--- config.mk ---
export PLATFORM = sky130hd
export DESIGN_NAME = booth_mult_r4
export DESIGN_NICKNAME = d
export VERILOG_FILES = /design/src/rtl/booth_pkg.sv /design/src/rtl/booth_r4_step.sv /design/src/rtl/booth_mult_r4.sv
export SDC_FILE = /design/constraint.sdc
export NUM_CORES = 1
export LEC_CHECK = 0
export CAP_MARGIN = 20
export CORE_MARGIN = 1.5
export CORE_UTILIZATION = 40
export CTS_BUF_LIST = sky130_fd_sc_hd__clkbuf_2
export DETAILED_ROUTE_END_ITERATION = 8
export PLACE_DENSITY = 0.57
export SYNTH_ARGS = -nofsm -noshare
export SYNTH_HDL_FRONTEND = slang
export SYNTH_SLANG_ARGS = --single-unit
--- constraint.sdc ---
create_clock -name clk -period 6.4 [get_ports clk]
set_clock_uncertainty 0.2 [all_clocks]
set_input_delay 0.96 -clock clk [delete_from_list [all_inputs] [get_ports clk]]
set_output_delay 0.96 -clock clk [all_outputs]
set_load 0.01 [all_outputs]
--- src/rtl/booth_pkg.sv ---
// Shared types and the radix-4 Booth digit recoder for booth_mult_r4.
package booth_pkg;

    typedef enum logic [1:0] {IDLE, CALC, DONE} booth_state_t;

    typedef enum logic [2:0] {OP_ZERO, OP_PM, OP_P2M, OP_MM, OP_M2M} booth_op_t;

    // {Q[1], Q[0], q_m1} -> signed digit in {-2,-1,0,+1,+2} times M
    function automatic booth_op_t booth_recode(input logic [2:0] bits);
        booth_op_t op;
        case (bits)
            3'b001, 3'b010: op = OP_PM;
            3'b011:         op = OP_P2M;
            3'b100:         op = OP_M2M;
            3'b101, 3'b110: op = OP_MM;
            default:        op = OP_ZERO;
        endcase
        return op;
    endfunction

endpackage

--- src/rtl/booth_r4_step.sv ---
// One radix-4 Booth iteration: add the recoded multiple of M, then
// arithmetic-shift {ACC, Q, q_m1} right by two bits.
module booth_r4_step
    import booth_pkg::*;
#(
    parameter int E = 10
) (
    input  logic [E+1:0] i_acc,
    input  logic [E-1:0] i_q,
    input  logic         i_qm1,
    input  logic [E-1:0] i_m,
    output logic [E+1:0] o_acc,
    output logic [E-1:0] o_q,
    output logic         o_qm1
);

    logic [E+1:0] w_m1;
    logic [E+1:0] w_m2;
    logic [E+1:0] w_addend;
    logic [E+1:0] w_sum;
    booth_op_t    w_op;

    assign w_m1 = {{2{i_m[E-1]}}, i_m};
    assign w_m2 = {i_m[E-1], i_m, 1'b0};
    assign w_op = booth_recode({i_q[1:0], i_qm1});

    always_comb begin
        w_addend = '0;
        case (w_op)
            OP_PM:   w_addend = w_m1;
            OP_P2M:  w_addend = w_m2;
            OP_MM:   w_addend = -w_m1;
            OP_M2M:  w_addend = -w_m2;
            default: w_addend = '0;
        endcase
    end

    assign w_sum = i_acc + w_addend;
    assign o_acc = {{2{w_sum[E+1]}}, w_sum[E+1:2]};
    assign o_q   = {w_sum[1:0], i_q[E-1:2]};
    assign o_qm1 = i_q[1];

endmodule

--- src/rtl/booth_mult_r4.sv ---
// Radix-4 Booth multiplier, signed/unsigned per operation, valid/ready on both sides.
// Optional BOOTH_MULT_ZERO_BYPASS_EN: a zero operand finishes one edge after acceptance.
module booth_mult_r4
    import booth_pkg::*;
#(
    parameter int W = 8
) (
    input  logic           clk,
    input  logic           rst,
    input  logic           in_valid,
    output logic           in_ready,
    input  logic [W-1:0]   a,
    input  logic [W-1:0]   b,
    input  logic           sgn,
    output logic           out_valid,
    input  logic           out_ready,
    output logic [2*W-1:0] product
);

    localparam int E  = W + 2;
    localparam int K  = E / 2;
    localparam int CW = $clog2(K + 1);

    generate
        if (W < 4 || (W % 2) != 0) begin : g_bad_width
            $error("booth_mult_r4: W must be even and >= 4");
        end
    endgenerate

    booth_state_t   r_state;
    logic [E+1:0]   r_acc;
    logic [E-1:0]   r_q;
    logic           r_qm1;
    logic [E-1:0]   r_m;
    logic [CW-1:0]  r_cnt;
    logic           r_in_ready;
    logic           r_out_valid;
    logic [2*W-1:0] r_product;

    logic [E-1:0]   w_a_ext;
    logic [E-1:0]   w_b_ext;
    logic [E+1:0]   w_acc_n;
    logic [E-1:0]   w_q_n;
    logic           w_qm1_n;
    logic [2*W-1:0] w_prod;

    // Two extra bits keep unsigned operands positive and give the recoder a top digit
    assign w_a_ext = {{2{sgn & a[W-1]}}, a};
    assign w_b_ext = {{2{sgn & b[W-1]}}, b};

    booth_r4_step #(.E(E)) u_step (
        .i_acc (r_acc),
        .i_q   (r_q),
        .i_qm1 (r_qm1),
        .i_m   (r_m),
        .o_acc (w_acc_n),
        .o_q   (w_q_n),
        .o_qm1 (w_qm1_n)
    );

    // After K steps the exact product sits in the low 2W bits of {ACC, Q}
    assign w_prod = {w_acc_n[W-3:0], w_q_n};

    always_ff @(posedge clk or posedge rst) begin
        if (rst) begin
            r_state     <= IDLE;
            r_acc       <= '0;
            r_q         <= '0;
            r_qm1       <= 1'b0;
            r_m         <= '0;
            r_cnt       <= '0;
            r_in_ready  <= 1'b1;
            r_out_valid <= 1'b0;
            r_product   <= '0;
        end else begin
            case (r_state)
                IDLE: begin
                    if (in_valid) begin
                        r_m        <= w_a_ext;
                        r_q        <= w_b_ext;
                        r_acc      <= '0;
                        r_qm1      <= 1'b0;
                        r_cnt      <= CW'(K);
                        r_state    <= CALC;
                        r_in_ready <= 1'b0;
`ifdef BOOTH_MULT_ZERO_BYPASS_EN
                        // Single all-zero step lands a zero product in DONE on the next edge
                        if (w_a_ext == '0 || w_b_ext == '0) begin
                            r_m   <= '0;
                            r_q   <= '0;
                            r_cnt <= CW'(1);
                        end
`endif
                    end
                end
                CALC: begin
                    r_acc <= w_acc_n;
                    r_q   <= w_q_n;
                    r_qm1 <= w_qm1_n;
                    r_cnt <= r_cnt - CW'(1);
                    if (r_cnt == CW'(1)) begin
                        r_product   <= w_prod;
                        r_out_valid <= 1'b1;
                        r_state     <= DONE;
                    end
                end
                DONE: begin
                    if (out_ready) begin
                        r_out_valid <= 1'b0;
                        r_in_ready  <= 1'b1;
                        r_state     <= IDLE;
                    end
                end
                default: begin
                    r_state     <= IDLE;
                    r_in_ready  <= 1'b1;
                    r_out_valid <= 1'b0;
                end
            endcase
        end
    end

    assign in_ready  = r_in_ready;
    assign out_valid = r_out_valid;
    assign product   = r_product;

endmodule

After elaboration in Yosys (flattened, before gate mapping)
Cells that the tools add are included.
- register bits: 55
- input port bits: 21
- output and inout port bits: 18
- add/subtract/negate cells: 4
- eq/ne operators: 16
- muxes and demuxes: 19
- bitwise logic cells: 4
- reduce and logical (&&, ||, !) cells: 10
- operators with widths (kind ; number):
    $pmux W12 S4 ; 1
    $neg A12 Y12 ; 2
    $pmux W12 S2 ; 1
    $pmux W10 S2 ; 1
    $add A12 B12 Y12 ; 1
    $eq A3 B2 Y1 const B ; 4
    $eq A3 B3 Y1 const B ; 4
    $mux W12 ; 1
    $pmux W3 S4 ; 1
    $mux W10 ; 1
    $eq A3 B1 Y1 const B ; 3
    $reduce_and A3 Y1 ; 3
    $mux W2 ; 3
    $ne A2 B2 Y1 const B ; 3
    $pmux W1 S3 ; 2
    $pmux W2 S3 ; 1
    $pmux W3 S2 ; 1
    $reduce_and A2 Y1 ; 3
    $mux W1 ; 4
    $reduce_or A2 Y1 ; 2
    $mux W3 ; 1
    $sub A3 B1 Y3 const B ; 1
    $and A1 B1 Y1 ; 2
    $eq A2 B1 Y1 const B ; 1
    other kinds (5) ; 6

Longest topological paths before layout
- depth in word-level cells: 7
- gate-level depth with buffers: 16
- depth with buffers taken out: 15

Hierarchy
A second synthesis with hierarchy kept.
- cell total of the unflattened synthesis: 327
- area total of the unflattened synthesis: 3363.2 um2
- by module, submodules not included (module ; times used ; cells each ; area each (um2) ; sequential area each (um2)):
    booth_mult_r4 ; 1 ; 160 ; 2227.1 ; 1377.6
    booth_r4_step ; 1 ; 167 ; 1136.1 ; 0.0

Worst setup path before layout
No wires, ideal clock.
- path type: register -> register
- from: register r_m[0]
- to: register r_acc[10]
- data arrival time: 2867 ps
- setup slack: 3259 ps
- cell stages (with the launch flop): 16
- path buffers: 0
- period minus slack after synthesis: 3141 ps
- cells stage by stage: dfrtp_1 > inv_1 > ha_1 > nand2_1 > or3_1 > a221oi_1 > nor2_1 > o22ai_1 > ha_1 > o21ai_0 > nand2b_1 > a41oi_2 > a21oi_2 > xnor2_1 > or3_1 > o21ai_2
- cells in the longest elaborated chain, start to end: 4
- ends and longest elaborated chain (element ; line ; text):
    from (decl) ; booth_mult_r4.sv:34 ; logic [E-1:0] r_m;
    from (signal assigned) ; booth_mult_r4.sv:79 ; r_m <= w_a_ext;
    $neg A12 Y12, on equally long branches ; booth_r4_step.sv:32, booth_r4_step.sv:33 ;
    $pmux W12 S4 (*) ; booth_r4_step.sv:29 ; case (w_op)
    $add A12 B12 Y12 (*) ; booth_r4_step.sv:38 ; assign w_sum = i_acc + w_addend;
    $pmux W12 S2 (*) ; booth_mult_r4.sv:76 ; case (r_state)
    to (signal assigned) ; booth_mult_r4.sv:97 ; r_acc <= w_acc_n;
    to (decl) ; booth_mult_r4.sv:31 ; logic [E+1:0] r_acc;
Every way passes the cells marked *; elsewhere a longest branch is shown, timed or not.
A chain may end at the register's enable or synchronous reset.

Worst setup path in the final report
- from: register r_qm1
- to: register r_acc[10]
- cells in the longest elaborated chain, start to end: 7
- ends and longest elaborated chain (element ; line ; text):
    from (decl) ; booth_mult_r4.sv:33 ; logic r_qm1;
    from (signal assigned) ; booth_mult_r4.sv:99 ; r_qm1 <= w_qm1_n;
    $eq A3 B3 Y1, or another cell as far along ; booth_pkg.sv:11 ; case (bits)
    $reduce_or A2 Y1 ; booth_pkg.sv:11 ;
    $pmux W3 S4 (*) ; booth_pkg.sv:11 ;
    $eq A3 B3 Y1, or another cell as far along ; booth_r4_step.sv:29 ;
    $pmux W12 S4 (*) ; booth_r4_step.sv:29 ;
    $add A12 B12 Y12 (*) ; booth_r4_step.sv:38 ;
    $pmux W12 S2 (*) ; booth_mult_r4.sv:76 ;
Marked as above.

==> results.py <==
metrics = {
    "status": {
        "status": "finished clean",
    },
    "setup_path": {
        "cp-end-kind": "flop",
        "cp_slowest_cell": "dfrtp_1",
        "critical_path_buf_inv_count": 2,
        "worstSetupPathType": "flop to flop",
        "arrival_ns": 3.91,
        "worst_path_largest_cell_delay_ns": 0.80,
        "cp_cell_sequence": "inv_1, nor2_1, nand2_1, nand2_1, nand2_1, o21a_1, inv_1, ha_1, a211oi_1, o211ai_2, a41oi_2, a21oi_2, xnor2_1, or3_1, o21ai_2",
        "crit_fanout": 18,
        "cp_data_required_time_ns": 6.60,
        "cp.depth": 15,
        "cp_top_family": "compound AO/OA/AOI/OAI gates",
        "cp_common_cell": "nand2_1",
        "reg2regPathDepth": 15,
        "startpoint_type": "flop",
    },
    "clock_network": {
        "clock-sinks": 53,
        "ctsHoldBuffers": 0,
        "clock_path_buffers": 2,
        "numCtsBuffers": 5,
        "clk_pin_slew_ns": 0.27,
        "cts_tree": "done",
        "clockRootBuffer": "clkbuf_2",
        "cts.htree.levels": 2,
        "cts.repair_timing.setup_buffer_count": 0,
        "post_cts_resized": 0,
        "clk_latency_ns": 0.44,
    },
    "final_layout": {
        "most-common-layout-cells": "nand2_1 (72), dfrtp_1 (52), clkdlybuf4s50_1 (38)",
        "multi_input_area_um2": 1719,
        "nets": 429,
        "final_common_cell": "nand2_1",
        "seqCellArea_um2": 1328,
        "diodes": 0,
        "layout-drive-gt1-share_pct": 10.15,
        "areaGrowthSynthToFinish_pct": 14.02,
        "fill_cells": 763,
    },
    "synth": {
        "synthArstFlopShare_pct": 100.0,
        "yosysTopAreaCellShare_pct": 40.40,
        "avgSynthCellArea_um2": 8.752,
        "syn_nets": 404,
        "ys_seq_area_share_pct": 41.22,
        "yosys_warnings": 0,
        "ys.flop_type": "dfrtp_1",
        "synthSimpleGateAreaFrac_pct": 20.55,
        "synth_compound_area_share_pct": 17.91,
        "synth_top_family_by_area": "simple AND/OR/NAND/NOR gates",
        "synth_area_leaders": "dfrtp_1 (40%), nand2_1 (8.4%), o21ai_0 (5.6%)",
        "synth-seq-cells": 53,
        "synth_largest_area_cell": "dfrtp_1",
        "synth_area_um2": 3221,
        "synth_cell_type_count": 57,
        "synth_edf_count": 0,
        "synth_xor_area_share_pct": 5.400,
        "synthMuxAreaShare_pct": 3.458,
        "synthAdderAreaFrac_pct": 6.061,
        "syn_inst": 368,
    },
    "floorplanning": {
        "die-area_um2": 8599,
        "die_y_um": 92.73,
        "initial_core_util_pct": 41.46,
        "pin_count": 39,
        "core_area_um2": 7767,
        "die_w_um": 92.73,
        "rows": 32,
    },
    "flow_run": {
        "maxCapViolCount": 0,
    },
    "drt": {
        "final_antenna_net_count": 0,
        "drt_first_pass_iters": 4,
        "wire_per_inst_um": 14.95,
        "drt-total-wl_mm": 7.417,
        "post-route-drc-count": 0,
        "vias_per_cell": 5.341,
        "num_vias": 2649,
        "first_iter_violations": 184,
    },
    "timing": {
        "hold_violations": 0,
        "fin_crit_ns": 3.714,
        "fmaxAchievable_mhz": 269.3,
        "final_max_slew_viol_count": 0,
        "finalSetupViolations": 0,
        "rsz0062_at_grt": "no",
        "tightest_slew_ns": 0.9110,
        "fin_crit_sh_pct": 58.02,
        "slew_headroom_pct": 39.12,
        "finalSetupTns_ns": 0,
        "setup_ws_ns": 2.686,
    },
    "global_routing": {
        "overflow": 0,
        "antenna_found_initial": 0,
        "grt_pass1_vias": 2607,
        "grt_util_all_layers_pct": 18.48,
        "grt_pass1_wl_mm": 12.61,
        "grt_max_degree": 54,
    },
    "placed_design": {
        "pre_cts_ws_ns": 2.790,
        "io_buffers": 38,
        "place.gp.congestion": 1.041,
        "dp_hpwl_mm": 5.339,
    },
    "min_path": {
        "hold_path_depth": 2,
        "hp-class": "flop to flop",
    },
}
## path summary, 6_finish.rpt
path / from / to / slack [ns]
worst min-delay path: in_ready$_DFFE_PP1P_ / in_ready$_DFFE_PP1P_ / 0.28
max in group asynchronous: rst / r_q[0]$_DFFE_PP0P_ / 4.77
worst min register to register: in_ready$_DFFE_PP1P_ / in_ready$_DFFE_PP1P_ / 0.28
worst max register to register: r_qm1$_DFFE_PP0P_ / r_acc[10]$_DFFE_PP0P_ / 2.69
worst max-delay path: r_qm1$_DFFE_PP0P_ / r_acc[10]$_DFFE_PP0P_ / 2.69
min in group asynchronous: rst / product[2]$_DFFE_PP0P_ / 0.78
## worst register-to-register path: cells and delay by family (launching register included)
family          cells  cell delay, ns
fa+ha+maj           1            0.22
buf+inv             2            0.30
xor+xnor            1            0.14
flops               1            0.80
compound gates      6            1.11
simple gates        5            0.92
## flip-flops by register name, summed over array words and instances, names as in the netlist
register,flops
r_acc,10
r_q,10
r_cnt,3
r_qm1,1
r_m,9
out_valid,1
in_ready,1
r_state,2
product,16
## cells in the mapped netlist (2+ instances only)
master	number
nand2b_1	4
nor3b_1	2
a31oi_1	9
and2_1	3
o21ai_0	36
nor2b_1	3
mux2_2	9
clkbuf_1	12
inv_1	13
o21a_1	2
nand2_2	2
ha_1	14
xnor2_1	11
buf_2	7
o22ai_1	3
buf_6	3
a21boi_0	2
nand3_1	15
a21o_1	2
o21ai_1	3
a21oi_1	16
xor2_1	7
dfrtp_1	52
o211ai_2	2
a211oi_1	3
nor3_2	2
a221oi_1	3
nor2_1	23
nand2_1	72
o211ai_1	3
nor3_1	3
or3_1	2
## kinds of logic (layout without fill, tap and decap cells)
| logic type | count (synthesis) | in the layout |
|---|---|---|
| AND/OR/NAND/NOR | 141 | 141 |
| adder cells (fa/ha/maj) | 15 | 15 |
| AO/OA/AOI/OAI | 93 | 93 |
| flip-flops | 53 | 53 |
| multiplexers | 10 | 10 |
| buffers and inverters | 37 | 63 |
| XOR/XNOR | 19 | 19 |
## routing by layer
metal / global-route usage (%) / wire (µm) / vias to the layer above
met2: 31.68 / 3512 / 65
met4: 4.924 / 78 / 0
li1: - / - / 1316
met3: 2.381 / 281 / 6
met5: 0 / 0 / -
met1: 24.56 / 3544 / 1262
## stage by stage
stage | util, % | cell area [µm²] | cells | hold slack, ns
floorplan | - | 3221 | 368 | 0.2576
global placement | 46.73 | 3630 | 488 | 0.2559
detailed placement | 46.73 | 3630 | 488 | 0.2574
CTS | 47.28 | 3672 | 496 | 0.2883
global route | 47.28 | 3672 | 496 | 0.3040
finish | 47.28 | 3672 | 496 | 0.2846
## area by class of cell
type / instances / share of cell area (%)
clock inverter: 1 / 0.2044
timing repair buffer: 41 / 10.97
inverter: 14 / 1.431
sequential: 53 / 36.15
multi-input combinational: 278 / 46.81
tap: 102 / 3.475
clock buffer: 7 / 0.9540
Power is left out: the tool's default activity adds up to more than one toggle a clock period on the data nets, which glitch-free logic cannot reach.
